--- src/rtl/pipeline_ctrl.sv ---
// Central stall / flush / trap-entry sequencer for the five-stage pipeline.
// Hold and flush outputs are combinational from state and stage status;
// trap_take / trap_cause are Moore outputs of the one-cycle TRAP state.
module pipeline_ctrl #(
  parameter logic [1:0]  TRAP_IRQ = 2'd1,
  parameter logic [1:0]  TRAP_EXC = 2'd2,
  parameter int unsigned CNT_W    = 16
) (
  input  logic             clk,
  input  logic             reset,
  input  logic [4:0]       id_rs,
  input  logic [4:0]       id_rt,
  input  logic             id_uses_rt,
  input  logic             id_valid,
  input  logic             id_kernel,
  input  logic             id_jump,
  input  logic             id_undef,
  input  logic             ex_memread,
  input  logic [4:0]       ex_rt,
  input  logic             ex_is_branch,
  input  logic             ex_branch_taken,
  input  logic             irq_req,
  input  logic             ext_wait,
  output logic             pc_hold,
  output logic             ifid_hold,
  output logic             if_flush,
  output logic             id_flush,
  output logic             pipe_hold,
  output logic             trap_take,
  output logic [1:0]       trap_cause,
  output logic [CNT_W-1:0] stall_cnt
);

  localparam logic [1:0] ST_RUN   = 2'd0;
  localparam logic [1:0] ST_WAIT  = 2'd1;
  localparam logic [1:0] ST_DRAIN = 2'd2;
  localparam logic [1:0] ST_TRAP  = 2'd3;

  logic [1:0]       state, state_nx;
  logic [1:0]       cause_q, cause_nx;
  logic             irq_pend, irq_pend_nx;
  logic [CNT_W-1:0] stall_q;

  logic pc_hold_c, ifid_hold_c, if_flush_c, id_flush_c, pipe_hold_c;
  logic trap_take_c;
  logic load_use_c;
  logic undef_c;

  // Load-use hazard: the load in EX writes a register the ID instruction reads.
  always_comb begin
    load_use_c = ex_memread && (ex_rt != 5'd0) &&
                 ((ex_rt == id_rs) || (id_uses_rt && (ex_rt == id_rt)));
    undef_c    = id_undef && id_valid;
  end

  // Next state and combinational hazard outputs.
  always_comb begin
    state_nx    = state;
    cause_nx    = cause_q;
    pc_hold_c   = 1'b0;
    ifid_hold_c = 1'b0;
    if_flush_c  = 1'b0;
    id_flush_c  = 1'b0;
    pipe_hold_c = 1'b0;

    case (state)
      ST_TRAP: begin
        if_flush_c = 1'b1;
        id_flush_c = 1'b1;
        state_nx   = ST_RUN;
      end

      ST_DRAIN: begin
        if (ext_wait) begin
          pc_hold_c   = 1'b1;
          ifid_hold_c = 1'b1;
          pipe_hold_c = 1'b1;
          state_nx    = ST_WAIT;
        end else if (ex_branch_taken) begin
          // Stay in DRAIN; the trap is retried on the branch target.
          if_flush_c = 1'b1;
          id_flush_c = 1'b1;
        end else begin
          if (load_use_c) begin
            pc_hold_c   = 1'b1;
            ifid_hold_c = 1'b1;
            id_flush_c  = 1'b1;
          end else if (id_jump) begin
            if_flush_c = 1'b1;
          end
          if (id_valid && !ex_is_branch && !load_use_c) begin
            state_nx = ST_TRAP;
            cause_nx = undef_c ? TRAP_EXC : TRAP_IRQ;
          end
        end
      end

      // WAIT with ext_wait low behaves as RUN in the same cycle; with ext_wait
      // high the RUN rules already produce the full hold.
      default: begin
        if (ext_wait) begin
          pc_hold_c   = 1'b1;
          ifid_hold_c = 1'b1;
          pipe_hold_c = 1'b1;
          state_nx    = ST_WAIT;
        end else if (ex_branch_taken) begin
          if_flush_c = 1'b1;
          id_flush_c = 1'b1;
          state_nx   = ST_RUN;
        end else if (undef_c) begin
          id_flush_c = 1'b1;
          state_nx   = ST_TRAP;
          cause_nx   = TRAP_EXC;
        end else begin
          // A pending interrupt only schedules DRAIN; ID hazards still apply
          // so the pipeline stays correct while the trap is waited on.
          state_nx = (irq_pend && !id_kernel) ? ST_DRAIN : ST_RUN;
          if (load_use_c) begin
            pc_hold_c   = 1'b1;
            ifid_hold_c = 1'b1;
            id_flush_c  = 1'b1;
          end else if (id_jump) begin
            if_flush_c = 1'b1;
          end
        end
      end
    endcase
  end

  // Pending-interrupt latch: set wins over the clear of an IRQ trap entry.
  always_comb begin
    trap_take_c = (state == ST_TRAP);
    irq_pend_nx = (irq_req && !id_kernel) ||
                  (irq_pend && !(trap_take_c && (cause_q == TRAP_IRQ)));
  end

  // State, cause, pending-interrupt and saturating stall counter registers.
  always_ff @(posedge clk) begin
    if (reset) begin
      state    <= ST_RUN;
      cause_q  <= 2'd0;
      irq_pend <= 1'b0;
      stall_q  <= '0;
    end else begin
      state    <= state_nx;
      cause_q  <= cause_nx;
      irq_pend <= irq_pend_nx;
      if (pc_hold_c && (stall_q != {CNT_W{1'b1}})) begin
        stall_q <= stall_q + CNT_W'(1);
      end
    end
  end

  // Every output is forced low while reset is asserted.
  always_comb begin
    pc_hold    = pc_hold_c   && !reset;
    ifid_hold  = ifid_hold_c && !reset;
    if_flush   = if_flush_c  && !reset;
    id_flush   = id_flush_c  && !reset;
    pipe_hold  = pipe_hold_c && !reset;
    trap_take  = trap_take_c && !reset;
    trap_cause = trap_take ? cause_q : 2'd0;
    stall_cnt  = reset ? '0 : stall_q;
  end

endmodule

--- config.mk ---
export PLATFORM = sky130hd
export DESIGN_NAME = pipeline_ctrl
export DESIGN_NICKNAME = d
export VERILOG_FILES = /design/src/rtl/pipeline_ctrl.sv
export SDC_FILE = /design/constraint.sdc
export NUM_CORES = 1
export LEC_CHECK = 0
export ABC_CLOCK_PERIOD_IN_PS = 5400
export CORE_MARGIN = 2
export CORE_UTILIZATION = 45
export DETAILED_ROUTE_END_ITERATION = 7
export HOLD_SLACK_MARGIN = 0.06
export PLACE_DENSITY = 0.9
export SYNTH_ARGS = -nofsm -noshare
export SYNTH_HDL_FRONTEND = slang
export SYNTH_SLANG_ARGS = --single-unit
--- constraint.sdc ---
create_clock -name clk -period 5.4 [get_ports clk]
set_input_delay 1.08 -clock clk [delete_from_list [all_inputs] [get_ports clk]]
set_output_delay 1.08 -clock clk [all_outputs]
set_load 0.01 [all_outputs]
## Yosys cells after proc, flatten, opt, wreduce, memory -nomap -nowiden

Cells that the tools add are included.

| storage, ports and cells | value |
|---|---|
| flip-flop bits (word level) | 21 |
| output and inout bits | 24 |

| operators by class | value |
|---|---|
| muxes and demuxes | 41 |
| add/subtract/negate cells | 1 |
| reductions and logical operators | 27 |
| bitwise logic cells | 3 |
| equal/unequal tests | 9 |

Operators by type and width:

| kind | count |
|---|---|
| two-way mux 2 bit | 15 |
| two-way mux 1 bit | 20 |
| adder 16 x 1 -> 16 bit, second input constant | 1 |
| logical AND 1 bit | 16 |
| two-way mux 16 bit | 1 |
| inequality test 16 bit, second input constant | 1 |
| == test 5 bit | 2 |
| one-hot mux 2 bit (2 select lines) | 2 |
| inequality test 3 bit, second input constant | 2 |
| one-hot mux 1 bit (2 select lines) | 3 |
| zero test 1 bit | 5 |
| AND reduction 5 bit | 1 |
| nonzero test 5 bit | 1 |
| == test 2 bit, second input constant | 2 |
| NOT 1 bit | 3 |
| == test 2 x 1 -> 1 bit, second input constant | 1 |
| logical OR 1 bit | 2 |
| inequality test 2 bit, second input constant | 1 |
| AND reduction 2 bit | 1 |
| nonzero test 2 bit | 1 |

## Depth between registers and ports, before layout

Gate-level depths: netlist of run 1.

| depth | value |
|---|---|
| depth in word-level cells | 10 |
| depth in mapped cells | 7 |

## Worst setup path after synthesis of run 1

No wires, ideal clock.

| timing | value |
|---|---|
| kind | input to output |
| start point | input ex_rt[4] |
| end point | output pc_hold |
| slack | 1.738 ns |
| stages on the path | 7 |
| data required time | 4.320 ns |
| arrival time | 2.582 ns |
| cell sequence | xnor2_1 > nand3_1 > o22ai_1 > a31oi_2 > buf_2 > nor3_1 > buf_4 |

| on the way | value |
|---|---|
| cells in the longest elaborated chain, start to end | 10 |
| elaborated cells between the ends (all ways) | 15 |

Ends and longest elaborated chain:

| item | line | RTL |
|---|---|---|
| from (decl) | 19 | `input logic [4:0] ex_rt,` |
| == test 5 bit | 52 | `((ex_rt == id_rs) \|\| (id_uses_rt && (ex_rt == id_rt)));` |
| logical AND 1 bit | 52 |  |
| logical OR 1 bit | 52 |  |
| logical AND 1 bit * | 51 | `load_use_c = ex_memread && (ex_rt != 5'd0) &&` |
| two-way mux 1 bit * | n/a |  |
| two-way mux 1 bit (3 in a row) | n/a |  |
| one-hot mux 1 bit (2 select lines) * | n/a |  |
| logical AND 1 bit * | n/a |  |
| to (decl) | 24 | `output logic pc_hold,` |

Mark *: on every way between the ends. The rest lies on a longest branch, timed or not.

## Final worst setup path of run 1

| timing | value |
|---|---|
| start point | input ex_rt[4] |
| end point | output ifid_hold |

| on the way | value |
|---|---|
| cells in the longest elaborated chain, start to end | 10 |
| elaborated cells between the ends (all ways) | 15 |

Ends and longest elaborated chain:

| item | line | RTL |
|---|---|---|
| == test 5 bit | 52 |  |
| logical AND 1 bit | 52 |  |
| logical OR 1 bit | 52 |  |
| logical AND 1 bit * | 51 |  |
| two-way mux 1 bit * | 84, 118 |  |
| two-way mux 1 bit | 110 | `end else if (undef_c) begin` |
| two-way mux 1 bit | 106 | `end else if (ex_branch_taken) begin` |
| two-way mux 1 bit | 101 | `if (ext_wait) begin` |
| one-hot mux 1 bit (2 select lines) * | 66 | `case (state)` |
| logical AND 1 bit * | 157 | `ifid_hold = ifid_hold_c && !reset;` |
| to (decl) | 25 | `output logic ifid_hold,` |

Marks and branches as above.

==> metrics.csv, run 1 <==
metric;value;unit
outcome;finished clean;
swShare;0.267;
cts.clk_slew.worst_paths;0.12;ns
start_util;0.470;
dpl_cell_area;1960;um2
wl_met2;1630;um
insertion_delay;0.31;ns
top_layer_used;met4;
tns;0;ns
ys_top_cells_by_area;dfxtp_1, mux2_2, nor2b_1, nor2_1, xnor2_1;
viasPerCell;5.28;
avgSynthCellArea;8.00;um2
post-route-period-util;0.846;
wl_met1;1400;um
slowest_stage;clkdlybuf4s50_1;
route.detailed.drc;0;
cts_resized;0;
synth.top_cell.area_share;0.295;
netlist_area;1420;um2
grt_max_degree;24;
endpoint_kind;primary output;
rsz0062_at_grt;no;
overflow;0;
clock_skew;0.00131;ns
rows;20;
critPathKind;input port to primary output;
holdBufCountCts;0;
crit_family;buffers and inverters;
synth_cell_types;37;
worstPathRequired;4.32;ns
nets;256;
crit_chain;clkdlybuf4s50_1 > xnor2_1 > nand4_1 > o22ai_1 > a31oi_2 > buf_4 > nor3_1 > clkdlybuf4s50_1;
critPathMaxStageDelay;0.60;ns
grt_pass1_wl;5350;um
synth_nets;206;
cts_made_buffers;3;
switching_power;81.1;uW
ir_drop;0.000197;V
pwr-share-clk;0.254;
coreArea;3030;um2
hold_path.class;register to register;
die_y;60.3;um
ant_nets;0;
yosys_warnings;0;
wl_met3;289;um
drtIter0Drc;37;
grt_pass1_vias;1323;
dieArea;3630;um2
hold_ws;0.497;ns
pre_cts_ws;0.814;ns
ys.flop_type;dfxtp_1;
power_frac_seq;0.528;
fillers;259;
die_x;60.3;um
cp.arrival;3.49;ns
cts_max_level;1;
grt_usage;0.192;
crit_path_frequent_cell;clkdlybuf4s50_1;
combPwrFrac;0.219;
synth_edf_count;0;
synth-seq-cells;21;
power;304;uW
ys_seq_area_frac;0.295;
grt_antenna_before_repair;0;
maxCapViolations;0;
gp_congestion;0.847;
hold_viol_final;0;
wl_per_cell;12.5;um
p_leak;0.000706;uW
synth-async-reset-ratio;0;
synth_commonest_cells;nor2_1, dfxtp_1, nor2b_1;
path_max_fanout;14;
via_count;1432;
hpwl;2650;um
timing.critical_path.buf_inv;3;
clockBufferDepth;2;
crit_path_start_kind;input port;
cts_tree;built;
syn_inst;178;
stdcell_area;1990;um2
diodes;0;
fin_crit;4.57;ns
max_slew_margin;0.488;
timing.final.ws_setup;0.831;ns
fmax;0.219;GHz
cts_root_buf;clkbuf_4;
cellPowerDensity;153;nW/um2
drt_wl_total;3370;um
cts.sinks;21;
ios;51;
first_pass_iters;4;
synth.most_common_cell;nor2_1;
synth_largest_area_cell;dfxtp_1;
maxSlewViolCount;0;
layout-drive-gt1-share;0.110;
intPower;223;uW
worstMarginPinSlew;0.765;ns
post-cts-setup-buffer-count;0;
io_buffers;50;
setup_viol;0;
syn_to_final_growth;39.8;%
[power by group through the flow]
stage	registers [uW]	clock network [uW]	logic [uW]
after floorplan	163	0	32.7
after CTS	160	78.6	66.9
after global routing	161	83.6	72.7
final	160	77.1	66.6
after detailed placement	164	0	66.8
after global placement	164	0	65.1
[cell families (layout without fill, tap and decap cells)]
group                      Yosys count  in the layout  share of synthesized area
AOI/OAI and AO/OA                   23             23                      0.121
and+or+nand+nor                    101            101                      0.373
DFF                                 21             21                      0.295
adders and majority gates            1              1                    0.00879
xor gates and xnor gates            10             10                     0.0615
buffers and inverters                7             56                     0.0220
muxes                               15             15                      0.118
[placed cells by master (no fill, tap or decap), types with 3 or more instances in the layout]
cell type,instances
nor3_1,12
nand2b_1,5
nand4_1,6
nor2b_1,17
nand2_1,9
and2_1,6
mux2_2,14
o21ai_0,4
a21oi_1,6
xnor2_1,10
nand3_1,10
dfxtp_1,21
nor2_1,26
clkbuf_4,3
clkdlybuf4s50_1,50
[area by class of cell]
class	instances	area, um2	area share
Clock buffer	3	22.5	0.0113
Clock inverter	1	5.00	0.00251
Multi-Input combinational cell	150	972	0.488
Sequential cell	21	420	0.211
Tap cell	44	55.1	0.0277
Timing Repair Buffer	52	515	0.259
[metrics by stage]
stage | util | std cells
2_1_floorplan | - | 178
3_3_place_gp | 0.648 | 267
3_5_place_dp | 0.648 | 267
4_1_cts | 0.657 | 271
5_1_grt | 0.657 | 271
6_report | 0.657 | 271
[tightest hold or removal path, stage by stage (launching register included)]
cell	delay [ns]
dfxtp_1	0.33
o21ai_0	0.07
a21oi_1	0.06
[worst paths after layout]
kind | endpoint | cells after the start | start | slack, ns
worst min-delay path | irq_pend$_SDFF_PP0_ | 2 | irq_pend$_SDFF_PP0_ | 0.50
worst min register to register | irq_pend$_SDFF_PP0_ | 2 | irq_pend$_SDFF_PP0_ | 0.50
worst max register to register | stall_q[15]$_SDFFE_PP0P_ | 6 | state[1]$_SDFFE_PP0P_ | 3.38
worst max-delay path | ifid_hold | 8 | ex_rt[4] | 0.83
[flip-flops by register name, indices dropped and copies added (netlist names)]
name      cells
state         2
stall_q      16
irq_pend      1
cause_q       2
[per-layer routing]
metal,GRT usage,vias up
li1,-,731
met1,0.223,654
met2,0.345,43
met3,0.0260,4
met4,0.0857,0
met5,0,-
(Power assumes the default switching activity.)
==> run 2, diff against run 1 <==
--- a/config.mk
+++ b/config.mk
@@ -5,7 +5,7 @@
 export SDC_FILE = /design/constraint.sdc
 export NUM_CORES = 1
 export LEC_CHECK = 0
-export ABC_CLOCK_PERIOD_IN_PS = 5400
+export ABC_CLOCK_PERIOD_IN_PS = 4700
 export CORE_MARGIN = 2
 export CORE_UTILIZATION = 45
 export DETAILED_ROUTE_END_ITERATION = 7
==> constraint.sdc (replaced) <==
create_clock -name clk -period 4.7 [get_ports clk]
set_input_delay 0.94 -clock clk [delete_from_list [all_inputs] [get_ports clk]]
set_output_delay 0.94 -clock clk [all_outputs]
set_load 0.01 [all_outputs]
==> metrics.csv, run 2 (synthesis results as in run 1) <==
metric;value;unit
via_count;1480;
top_regs;stall_q (16), cause_q (2), state (2);
hold_path.class;register to register;
diodes;0;
stdcell_area;1990;um2
cts_resized;0;
regArea;420;um2
cts_max_level;1;
grt_antenna_before_repair;0;
start_util;0.470;
setup_viol;0;
grt_max_degree;42;
ios;51;
multi_input_area;972;um2
post-route-period-util;0.890;
grt_usage;0.183;
first_pass_iters;4;
largest_reg_flops;16;
die_x;60.3;um
io_buffers;50;
cts_tree;built;
gp_congestion;0.764;
grt_pass1_wl;5150;um
p_leak;0.000703;uW
cts.clk_slew.worst_paths;0.10;ns
rsz0062_at_grt;no;
insertion_delay;0.30;ns
syn_to_final_growth;39.7;%
endpoint;ifid_hold;
die_y;60.3;um
reg2reg_from;state[1]$_SDFFE_PP0P_;
worstPathRequired;3.76;ns
cts_made_buffers;3;
maxCapViolations;0;
drt_wl_total;3360;um
overflow;0;
ant_nets;0;
outcome;finished clean;
cts.sinks;21;
critPathKind;input port to primary output;
nets;256;
hpwl;2600;um
clockBufferDepth;2;
cellPowerDensity;174;nW/um2
post-cts-setup-buffer-count;0;
grt_pass1_vias;1282;
layout-drive-gt1-share;0.106;
max_slew_margin;0.626;
fin_crit;4.18;ns
fmax;0.239;GHz
tns;0;ns
clock_skew;0.00833;ns
reg2reg_setup_slack;2.68;ns
dpl_cell_area;1960;um2
cts_root_buf;clkbuf_4;
wl_per_cell;12.4;um
ir_drop;0.000161;V
regMostFlops;stall_q;
route.detailed.drc;0;
endpoint_kind;primary output;
hold_viol_final;0;
maxSlewViolCount;0;
fillers;266;
mostFrequentLayoutCell;clkdlybuf4s50_1;
coreArea;3030;um2
dieArea;3630;um2
startpoint;ex_rt[2];
rows;20;
path_max_fanout;5;
final_cell_mix;clkdlybuf4s50_1, nor2_1, dfxtp_1;
holdBufCountCts;0;
rr_endpoint;stall_q[15]$_SDFFE_PP0P_;
viasPerCell;5.46;
cp.arrival;3.24;ns
worstMarginPinSlew;0.561;ns
drtIter0Drc;70;
crit_path_start_kind;input port;
reg2reg_depth;6;
-- run 2: cell count changes in the layout (fill, tap and decap cells not counted) --
cell / delta
clkbuf_1: +1
clkinv_2: -1
-- run 2: stage by stage --
step	power, uW	worst slack [ns]	std cells	hold WS (ns)	util
after floorplan	225	1.32	178	0.454	-
after global placement	263	0.570	267	0.467	0.648
after detailed placement	265	0.508	267	0.485	0.648
after CTS	348	0.495	271	0.499	0.657
after global routing	361	0.334	271	0.542	0.657
final	345	0.517	271	0.491	0.657
-- run 2: area by class of cell --
| cell class | instances | share of cell area |
|---|---|---|
| Clock buffer | 4 | 0.0132 |
| Multi-Input combinational cell | 150 | 0.489 |
| Sequential cell | 21 | 0.211 |
| Tap cell | 44 | 0.0277 |
| Timing Repair Buffer | 52 | 0.259 |
-- run 2: worst min path at each step --
| stage | to | cells past startpoint | from |
|---|---|---|---|
| final | irq_pend$_SDFF_PP0_ | 2 | irq_pend$_SDFF_PP0_ |
| after global placement | irq_pend$_SDFF_PP0_ | 2 | irq_pend$_SDFF_PP0_ |
| after global routing | irq_pend$_SDFF_PP0_ | 2 | irq_pend$_SDFF_PP0_ |
| after CTS | irq_pend$_SDFF_PP0_ | 2 | irq_pend$_SDFF_PP0_ |
| after detailed placement | irq_pend$_SDFF_PP0_ | 2 | irq_pend$_SDFF_PP0_ |
| after floorplan | irq_pend$_SDFF_PP0_ | 2 | irq_pend$_SDFF_PP0_ |
-- run 2: metal layers --
| metal | global-route usage | part of all wire |
|---|---|---|
| met1 | 0.213 | 0.41 |
| met2 | 0.328 | 0.48 |
| met3 | 0.0303 | 0.094 |
| met4 | 0.0794 | 0.015 |
| met5 | 0 | 0 |
-- run 2: critical path, stage by stage --
cell             delay [ns]
clkdlybuf4s50_1        0.48
xnor2_1                0.22
nand3_1                0.09
o22ai_1                0.48
a31oi_2                0.18
nor3_1                 0.26
clkdlybuf4s50_1        0.59
-- run 2: report_power, final --
part	switching [uW]	internal (uW)	total [uW]
Combinational	33.7	43.3	77.0
Clock	51.2	33.1	84.3
Sequential	2.99	181	184
